<file path="src/rtl/multicycle_ctrl.sv">
`default_nettype none
//==============================================================================
//  Module      : multicycle_ctrl
//  Description : Multi-cycle CPU control FSM. Steps each instruction through
//                FETCH -> DECODE -> EXEC -> MEM -> WB, issues every datapath
//                strobe, handshakes with a variable-latency memory under a
//                watchdog, traps illegal opcodes and counts retired
//                instructions.
//
//  Ports
//    clk          in   system clock, rising edge
//    reset        in   synchronous, active-high
//    ir_opcode    in   [5:0] instruction register bits [31:26]
//    mem_ready    in   completion of the current mem_req
//    mem_req      out  memory access request
//    mem_we       out  memory write (sw only)
//    mem_addr_sel out  0 = PC, 1 = ALU result
//    ir_we        out  load instruction register
//    pc_we        out  update PC
//    pc_src       out  0 = PC+1, 1 = jump target
//    alu_op       out  [1:0] 0 ADD, 1 AND, 2 OR, 3 SLT
//    alu_src_imm  out  ALU B operand: 0 = rt, 1 = immediate
//    reg_we       out  register-file write
//    reg_dst_sel  out  1 = rd (R-type), 0 = rt (I-type)
//    wb_sel       out  0 = ALU result, 1 = memory data
//    state        out  [2:0] FETCH=0 DECODE=1 EXEC=2 MEM=3 WB=4 ERROR=5
//    illegal      out  sticky: illegal opcode trapped
//    timeout      out  sticky: memory watchdog expired
//    instr_count  out  [CNT_W-1:0] retired instructions (wraps)
//
//  Revision    : 1.0  initial release
//==============================================================================
module multicycle_ctrl #(
  parameter int TIMEOUT = 16,
  parameter int CNT_W   = 32
) (
  input  logic             clk,
  input  logic             reset,
  input  logic [5:0]       ir_opcode,
  input  logic             mem_ready,
  output logic             mem_req,
  output logic             mem_we,
  output logic             mem_addr_sel,
  output logic             ir_we,
  output logic             pc_we,
  output logic             pc_src,
  output logic [1:0]       alu_op,
  output logic             alu_src_imm,
  output logic             reg_we,
  output logic             reg_dst_sel,
  output logic             wb_sel,
  output logic [2:0]       state,
  output logic             illegal,
  output logic             timeout,
  output logic [CNT_W-1:0] instr_count
);

  // ---------------------------------------------------------------------------
  // Constants
  // ---------------------------------------------------------------------------
  localparam logic [5:0] c_OP_ADD  = 6'd0;
  localparam logic [5:0] c_OP_ADDI = 6'd1;
  localparam logic [5:0] c_OP_AND  = 6'd3;
  localparam logic [5:0] c_OP_ORI  = 6'd6;
  localparam logic [5:0] c_OP_LW   = 6'd8;
  localparam logic [5:0] c_OP_SW   = 6'd9;
  localparam logic [5:0] c_OP_J    = 6'd16;
  localparam logic [5:0] c_OP_SLT  = 6'd19;

  localparam logic [1:0] c_ALU_ADD = 2'd0;
  localparam logic [1:0] c_ALU_AND = 2'd1;
  localparam logic [1:0] c_ALU_OR  = 2'd2;
  localparam logic [1:0] c_ALU_SLT = 2'd3;

  // The wait counter only ever needs to reach TIMEOUT-1: at that value a
  // further idle cycle traps instead of incrementing.
  localparam int                  c_WAIT_W    = (TIMEOUT > 2) ? $clog2(TIMEOUT) : 1;
  localparam logic [c_WAIT_W-1:0] c_WAIT_LAST = c_WAIT_W'(TIMEOUT - 1);

  typedef enum logic [2:0] {
    S_FETCH  = 3'd0,
    S_DECODE = 3'd1,
    S_EXEC   = 3'd2,
    S_MEM    = 3'd3,
    S_WB     = 3'd4,
    S_ERROR  = 3'd5
  } state_t;

  // ---------------------------------------------------------------------------
  // Registers
  // ---------------------------------------------------------------------------
  state_t              r_state;
  logic [c_WAIT_W-1:0] r_wait;
  logic                r_illegal;
  logic                r_timeout;
  logic [CNT_W-1:0]    r_instr_count;

  // ---------------------------------------------------------------------------
  // Opcode decode
  // ---------------------------------------------------------------------------
  logic w_op_add, w_op_addi, w_op_and, w_op_ori;
  logic w_op_lw, w_op_sw, w_op_j, w_op_slt;
  logic w_op_legal, w_op_rtype, w_op_mem;

  assign w_op_add   = (ir_opcode == c_OP_ADD);
  assign w_op_addi  = (ir_opcode == c_OP_ADDI);
  assign w_op_and   = (ir_opcode == c_OP_AND);
  assign w_op_ori   = (ir_opcode == c_OP_ORI);
  assign w_op_lw    = (ir_opcode == c_OP_LW);
  assign w_op_sw    = (ir_opcode == c_OP_SW);
  assign w_op_j     = (ir_opcode == c_OP_J);
  assign w_op_slt   = (ir_opcode == c_OP_SLT);
  assign w_op_legal = w_op_add | w_op_addi | w_op_and | w_op_ori |
                      w_op_lw  | w_op_sw   | w_op_j   | w_op_slt;
  assign w_op_rtype = w_op_add | w_op_and | w_op_slt;
  assign w_op_mem   = w_op_lw  | w_op_sw;

  // ALU controls as a pure function of the opcode; they are presented from
  // EXEC through WB so the datapath sees a stable operation.
  logic [1:0] w_alu_op_dec;
  logic       w_alu_imm_dec;

  always_comb begin
    w_alu_op_dec  = c_ALU_ADD;
    w_alu_imm_dec = 1'b1;
    if (w_op_add) begin
      w_alu_op_dec  = c_ALU_ADD;
      w_alu_imm_dec = 1'b0;
    end else if (w_op_and) begin
      w_alu_op_dec  = c_ALU_AND;
      w_alu_imm_dec = 1'b0;
    end else if (w_op_slt) begin
      w_alu_op_dec  = c_ALU_SLT;
      w_alu_imm_dec = 1'b0;
    end else if (w_op_ori) begin
      w_alu_op_dec  = c_ALU_OR;
      w_alu_imm_dec = 1'b1;
    end
  end

  // ---------------------------------------------------------------------------
  // Next-state and event decode
  // ---------------------------------------------------------------------------
  state_t w_next_state;
  logic   w_retire;
  logic   w_set_illegal;
  logic   w_set_timeout;
  logic   w_wait_inc;

  always_comb begin
    w_next_state  = r_state;
    w_retire      = 1'b0;
    w_set_illegal = 1'b0;
    w_set_timeout = 1'b0;
    w_wait_inc    = 1'b0;
    unique case (r_state)
      S_FETCH: begin
        // mem_ready has priority over the watchdog in the final wait cycle.
        if (mem_ready) begin
          w_next_state = S_DECODE;
        end else if (r_wait == c_WAIT_LAST) begin
          w_next_state  = S_ERROR;
          w_set_timeout = 1'b1;
        end else begin
          w_wait_inc = 1'b1;
        end
      end
      S_DECODE: begin
        if (w_op_j) begin
          w_next_state = S_FETCH;
          w_retire     = 1'b1;
        end else if (!w_op_legal) begin
          w_next_state  = S_ERROR;
          w_set_illegal = 1'b1;
        end else begin
          w_next_state = S_EXEC;
        end
      end
      S_EXEC: begin
        w_next_state = w_op_mem ? S_MEM : S_WB;
      end
      S_MEM: begin
        if (mem_ready) begin
          if (w_op_sw) begin
            w_next_state = S_FETCH;
            w_retire     = 1'b1;
          end else begin
            w_next_state = S_WB;
          end
        end else if (r_wait == c_WAIT_LAST) begin
          w_next_state  = S_ERROR;
          w_set_timeout = 1'b1;
        end else begin
          w_wait_inc = 1'b1;
        end
      end
      S_WB: begin
        w_next_state = S_FETCH;
        w_retire     = 1'b1;
      end
      S_ERROR: begin
        w_next_state = S_ERROR;
      end
      default: begin
        // Unused encodings are treated as a fault and parked in ERROR.
        w_next_state = S_ERROR;
      end
    endcase
  end

  // ---------------------------------------------------------------------------
  // Datapath strobes (combinational). Everything is forced low while reset
  // is asserted so a reset that lands mid-access never issues a write.
  // ---------------------------------------------------------------------------
  logic       w_mem_req, w_mem_we, w_mem_addr_sel, w_ir_we, w_pc_we, w_pc_src;
  logic [1:0] w_alu_op;
  logic       w_alu_src_imm, w_reg_we, w_reg_dst_sel, w_wb_sel;

  always_comb begin
    w_mem_req      = 1'b0;
    w_mem_we       = 1'b0;
    w_mem_addr_sel = 1'b0;
    w_ir_we        = 1'b0;
    w_pc_we        = 1'b0;
    w_pc_src       = 1'b0;
    w_alu_op       = c_ALU_ADD;
    w_alu_src_imm  = 1'b0;
    w_reg_we       = 1'b0;
    w_reg_dst_sel  = 1'b0;
    w_wb_sel       = 1'b0;
    if (!reset) begin
      unique case (r_state)
        S_FETCH: begin
          w_mem_req = 1'b1;
          if (mem_ready) begin
            w_ir_we = 1'b1;
            w_pc_we = 1'b1;
          end
        end
        S_DECODE: begin
          if (w_op_j) begin
            w_pc_we  = 1'b1;
            w_pc_src = 1'b1;
          end
        end
        S_EXEC: begin
          w_alu_op      = w_alu_op_dec;
          w_alu_src_imm = w_alu_imm_dec;
          w_reg_dst_sel = w_op_rtype;
          w_wb_sel      = w_op_lw;
        end
        S_MEM: begin
          w_mem_req      = 1'b1;
          w_mem_addr_sel = 1'b1;
          w_mem_we       = w_op_sw;
          w_alu_op       = w_alu_op_dec;
          w_alu_src_imm  = w_alu_imm_dec;
          w_reg_dst_sel  = w_op_rtype;
          w_wb_sel       = w_op_lw;
        end
        S_WB: begin
          w_reg_we      = 1'b1;
          w_alu_op      = w_alu_op_dec;
          w_alu_src_imm = w_alu_imm_dec;
          w_reg_dst_sel = w_op_rtype;
          w_wb_sel      = w_op_lw;
        end
        default: begin
          // ERROR and unused encodings: all strobes stay low.
        end
      endcase
    end
  end

  // ---------------------------------------------------------------------------
  // State, watchdog, sticky flags and retire counter
  // ---------------------------------------------------------------------------
  always_ff @(posedge clk) begin
    if (reset) begin
      r_state       <= S_FETCH;
      r_wait        <= '0;
      r_illegal     <= 1'b0;
      r_timeout     <= 1'b0;
      r_instr_count <= '0;
    end else begin
      r_state <= w_next_state;
      // Any state change restarts the watchdog, so it is always zero on
      // entry to FETCH or MEM.
      if (w_next_state != r_state) begin
        r_wait <= '0;
      end else if (w_wait_inc) begin
        r_wait <= r_wait + 1'b1;
      end
      if (w_set_illegal) begin
        r_illegal <= 1'b1;
      end
      if (w_set_timeout) begin
        r_timeout <= 1'b1;
      end
      if (w_retire) begin
        r_instr_count <= r_instr_count + 1'b1;
      end
    end
  end

  // ---------------------------------------------------------------------------
  // Outputs
  // ---------------------------------------------------------------------------
  assign mem_req      = w_mem_req;
  assign mem_we       = w_mem_we;
  assign mem_addr_sel = w_mem_addr_sel;
  assign ir_we        = w_ir_we;
  assign pc_we        = w_pc_we;
  assign pc_src       = w_pc_src;
  assign alu_op       = w_alu_op;
  assign alu_src_imm  = w_alu_src_imm;
  assign reg_we       = w_reg_we;
  assign reg_dst_sel  = w_reg_dst_sel;
  assign wb_sel       = w_wb_sel;
  assign state        = r_state;
  assign illegal      = r_illegal;
  assign timeout      = r_timeout;
  assign instr_count  = r_instr_count;

endmodule
`default_nettype wire

</file>
<file path="config.mk">
export PLATFORM = sky130hd
export DESIGN_NAME = multicycle_ctrl
export DESIGN_NICKNAME = d
export VERILOG_FILES = /design/src/rtl/multicycle_ctrl.sv
export SDC_FILE = /design/constraint.sdc
export NUM_CORES = 1
export LEC_CHECK = 0
export CAP_MARGIN = 40
export CORE_MARGIN = 4
export CORE_UTILIZATION = 40
export DETAILED_ROUTE_END_ITERATION = 12
export MAX_ROUTING_LAYER = met4
export PLACE_DENSITY = 0.77
export SYNTH_ARGS = -nofsm -noshare
export SYNTH_HDL_FRONTEND = slang
export SYNTH_SLANG_ARGS = --single-unit
</file>
<file path="constraint.sdc">
create_clock -name clk -period 6.95 [get_ports clk]
set_input_delay 1.39 -clock clk [delete_from_list [all_inputs] [get_ports clk]]
set_output_delay 1.39 -clock clk [all_outputs]
set_load 0.05 [all_outputs]
</file>
==> results.tsv <==
stage	metric	value	unit
timing	period utilization	0.743	
clock_network	Num Clock Sinks	41	
timing	Least-Margin Pin Slew	0.831	ns
pwr	power density over the cells	153	mW/mm2
timing	# setup viols final	0	
min_path	HP Class	reg2reg	
setup_path	Worst Path Required	5.56	ns
pwr	Pint	0.328	mW
place	post-DP HPWL	3910	um
clock_network	CTS buffer count	5	
place	Placer Congestion	0.797	
finish	Syn-to-layout area delta	31.1	%
place	Inst Count DP	402	
drt	drt total wl	5450	um
grt	gr usage total	0.164	
synth	Distinct cells, synth	42	
finish	Layout Nets	348	
timing	Worst Clk Skew	0.00787	ns
grt	GRT overflow	0	
synth	area share of the leading cell type in the synthesized netlist	0.366	
floorplan	Ports	58	
clock_network	post_cts resized	0	
floorplan	Die X	82.9	um
pwr	Psw	0.121	mW
clock_network	clock latency at the later pin of the worst-skew pair	0.29	ns
synth	Syn Area/Cell	7.84	um2
pwr	Pwr Total	0.450	mW
timing	final hold violations	0	
grt	initial antenna violation count	0	
clock_network	H-Tree Depth	2	
min_path	hold depth	2	
drt	drt wl/cell	13.3	um
synth	ys async rst share	0	
timing	relative slew slack	0.446	
setup_path	Critical path buffers and inverters	2	
setup_path	worst r2r path cells	5	
synth	cell taking the most area after synthesis	dfxtp_1	
setup_path	CP startpoint kind	input port	
pwr	sw frac	0.270	
grt	first-pass GRT wire length	9560	um
synth	Net Count, Synth	297	
pwr	Combinational Power Share	0.127	
pwr	part of the power in registers	0.536	
clock_network	clock root buffer	clkbuf_8	
timing	Slew Limit Fails	0	
synth	Post-synth EDFFs	0	
synth	Main synth FF type	dfxtp_1	
timing	crit path time final	5.17	ns
drt	Via-to-Cell Ratio	5.59	
clock_network	Clock Pin Slew Worst Setup and Hold Paths	0.07	ns
grt	vias in the first global route	2137	
place	port bufs	57	
finish	Seq. cell area	821	um2
floorplan	DIE AREA	0.00687	mm2
timing	Final TNS setup	0	ns
pwr	Max VDD drop	60.8	uV
synth	mapped cell area	0.00224	mm2
setup_path	Crit Path Class	in2out	
timing	RSZ-0062 raised after global routing	false	
synth	Synth top cells by count	41 x dfxtp_1, 39 x a21oi_1, 24 x o21ai_0	
finish	layout cell share with drive strength beyond 1	0.0651	
status	status	finished, final reports clean	
floorplan	Core ar.	0.00547	mm2
drt	via count	2291	
finish	n_diodes	0	
drt	DRT iter0 DRCs	126	
floorplan	Initial Util	0.410	
setup_path	worst-path cell chain	clkdlybuf4s50_1 -> or4b_4 -> nor3b_1 -> or2_2 -> clkdlybuf4s50_1	
clock_network	Max clock buf depth	2	
finish	area of the multi-input gates	0.00132	mm2
grt	largest net degree at the start of global routing	43	
synth	Cells after Synth	286	
setup_path	cell mode on critical path	clkdlybuf4s50_1	
pwr	P_leak	0.877	nW
setup_path	crit-path max FO	11	
synth	#FFs+latches synth	41	
flow_run	max-cap violation count	0	
drt	DRC	0	
synth	Synth area leaders	dfxtp_1 37%, a21oi_1 8.7%, or3_1 5.9%	
setup_path	Levels on crit path	5	
clock_network	TritonCTS clock tree	done	
setup_path	critical path arrival	3.78	ns
setup_path	Crit. End Element	output pin	
clock_network	Post-CTS Setup Repair Bufs	0	
pwr	clock share of power	0.337	
drt	Routed Antenna Nets	0	
setup_path	CP top delay family	buffers and inverters	
synth	register area share after synthesis	0.366	
synth	Syn. warnings	0	
timing	fmax	0.194	GHz
floorplan	row cnt	27	
floorplan	Die H	82.9	um
synth	most common cell in the synthesized netlist	dfxtp_1	
finish	layout filler cell count	548	
drt	Detailed Routing Iterations Pass 1	4	
finish	non-filler instance count after layout	410	
setup_path	Max stage delay on crit path	0.79	ns
clock_network	hold_buf cts	0	
setup_path	Crit-path slowest cell	clkdlybuf4s50_1	
[power by group through the flow]
stage	sequential (mW)	combinational, mW	clock [mW]
floorplan	0.251	0.0336	0
global placement	0.247	0.0559	0
detailed placement	0.246	0.0572	0
CTS	0.241	0.0575	0.156
global route	0.242	0.0623	0.164
finish	0.241	0.0572	0.151
[registers in the layout, indices dropped and copies added (netlist names)]
signal,count
illegal,1
instr_count,32
r_wait,4
state,3
timeout,1
[final timing paths]
check                       from         endpoint  slack (ns)
hold / removal           timeout          timeout        0.49
setup reg to reg  instr_count[3]  instr_count[21]        4.68
hold reg to reg          timeout          timeout        0.49
setup / recovery    ir_opcode[0]            pc_we        1.78
[logic make-up after synthesis]
family,Yosys count,share of synthesized area
AO/OA/AOI/OAI,84,0.221
XOR/XNOR,5,0.0195
adder cells (fa/ha/maj),2,0.0112
buffers and inverters,25,0.0457
flip-flops,41,0.366
multiplexers,3,0.0139
AND/OR/NAND/NOR,126,0.322
[per-layer routing]
metal,routed length (um),GRT usage
met2,2570,0.265
met4,43,0.0431
met5,0,-
met3,324,0.0476
met1,2510,0.202
[metrics by stage]
step / instance area [um2] / worst slack (ns) / hold slack [ns] / utilization
floorplan: 2240 / 1.96 / 0.488 / -
global placement: 2850 / 1.77 / 0.454 / 0.521
detailed placement: 2860 / 1.76 / 0.465 / 0.522
CTS: 2940 / 1.75 / 0.490 / 0.537
global route: 2940 / 1.66 / 0.506 / 0.537
finish: 2940 / 1.78 / 0.486 / 0.537
[worst reg2reg max path, stage by stage (launching register included)]
cell,delay [ns]
dfxtp_1,0.43
nand4_1,0.29
nor4_1,0.44
a22oi_2,0.33
or4_1,0.57
a21oi_1,0.14
[layout by cell type, fill, tap and decap left out, types with 10 or more instances in the layout]
| master | count |
|---|---|
| o21ai_0 | 24 |
| or4_1 | 12 |
| dfxtp_1 | 41 |
| clkdlybuf4s50_1 | 57 |
| nand3_1 | 10 |
| nor2_1 | 15 |
| or3_1 | 21 |
| o31ai_1 | 11 |
| a21oi_1 | 39 |
| nand2_1 | 21 |
| nor3_1 | 11 |
[layout make-up]
| type | instances | area share |
|---|---|---|
| Multi-Input combinational cell | 220 | 0.449 |
| Inverter | 9 | 0.0115 |
| Clock inverter | 2 | 0.00340 |
| Clock buffer | 6 | 0.0247 |
| Tap cell | 72 | 0.0306 |
| Sequential cell | 41 | 0.279 |
| Timing Repair Buffer | 60 | 0.202 |
Note: power is estimated with default switching activity, not from simulation.
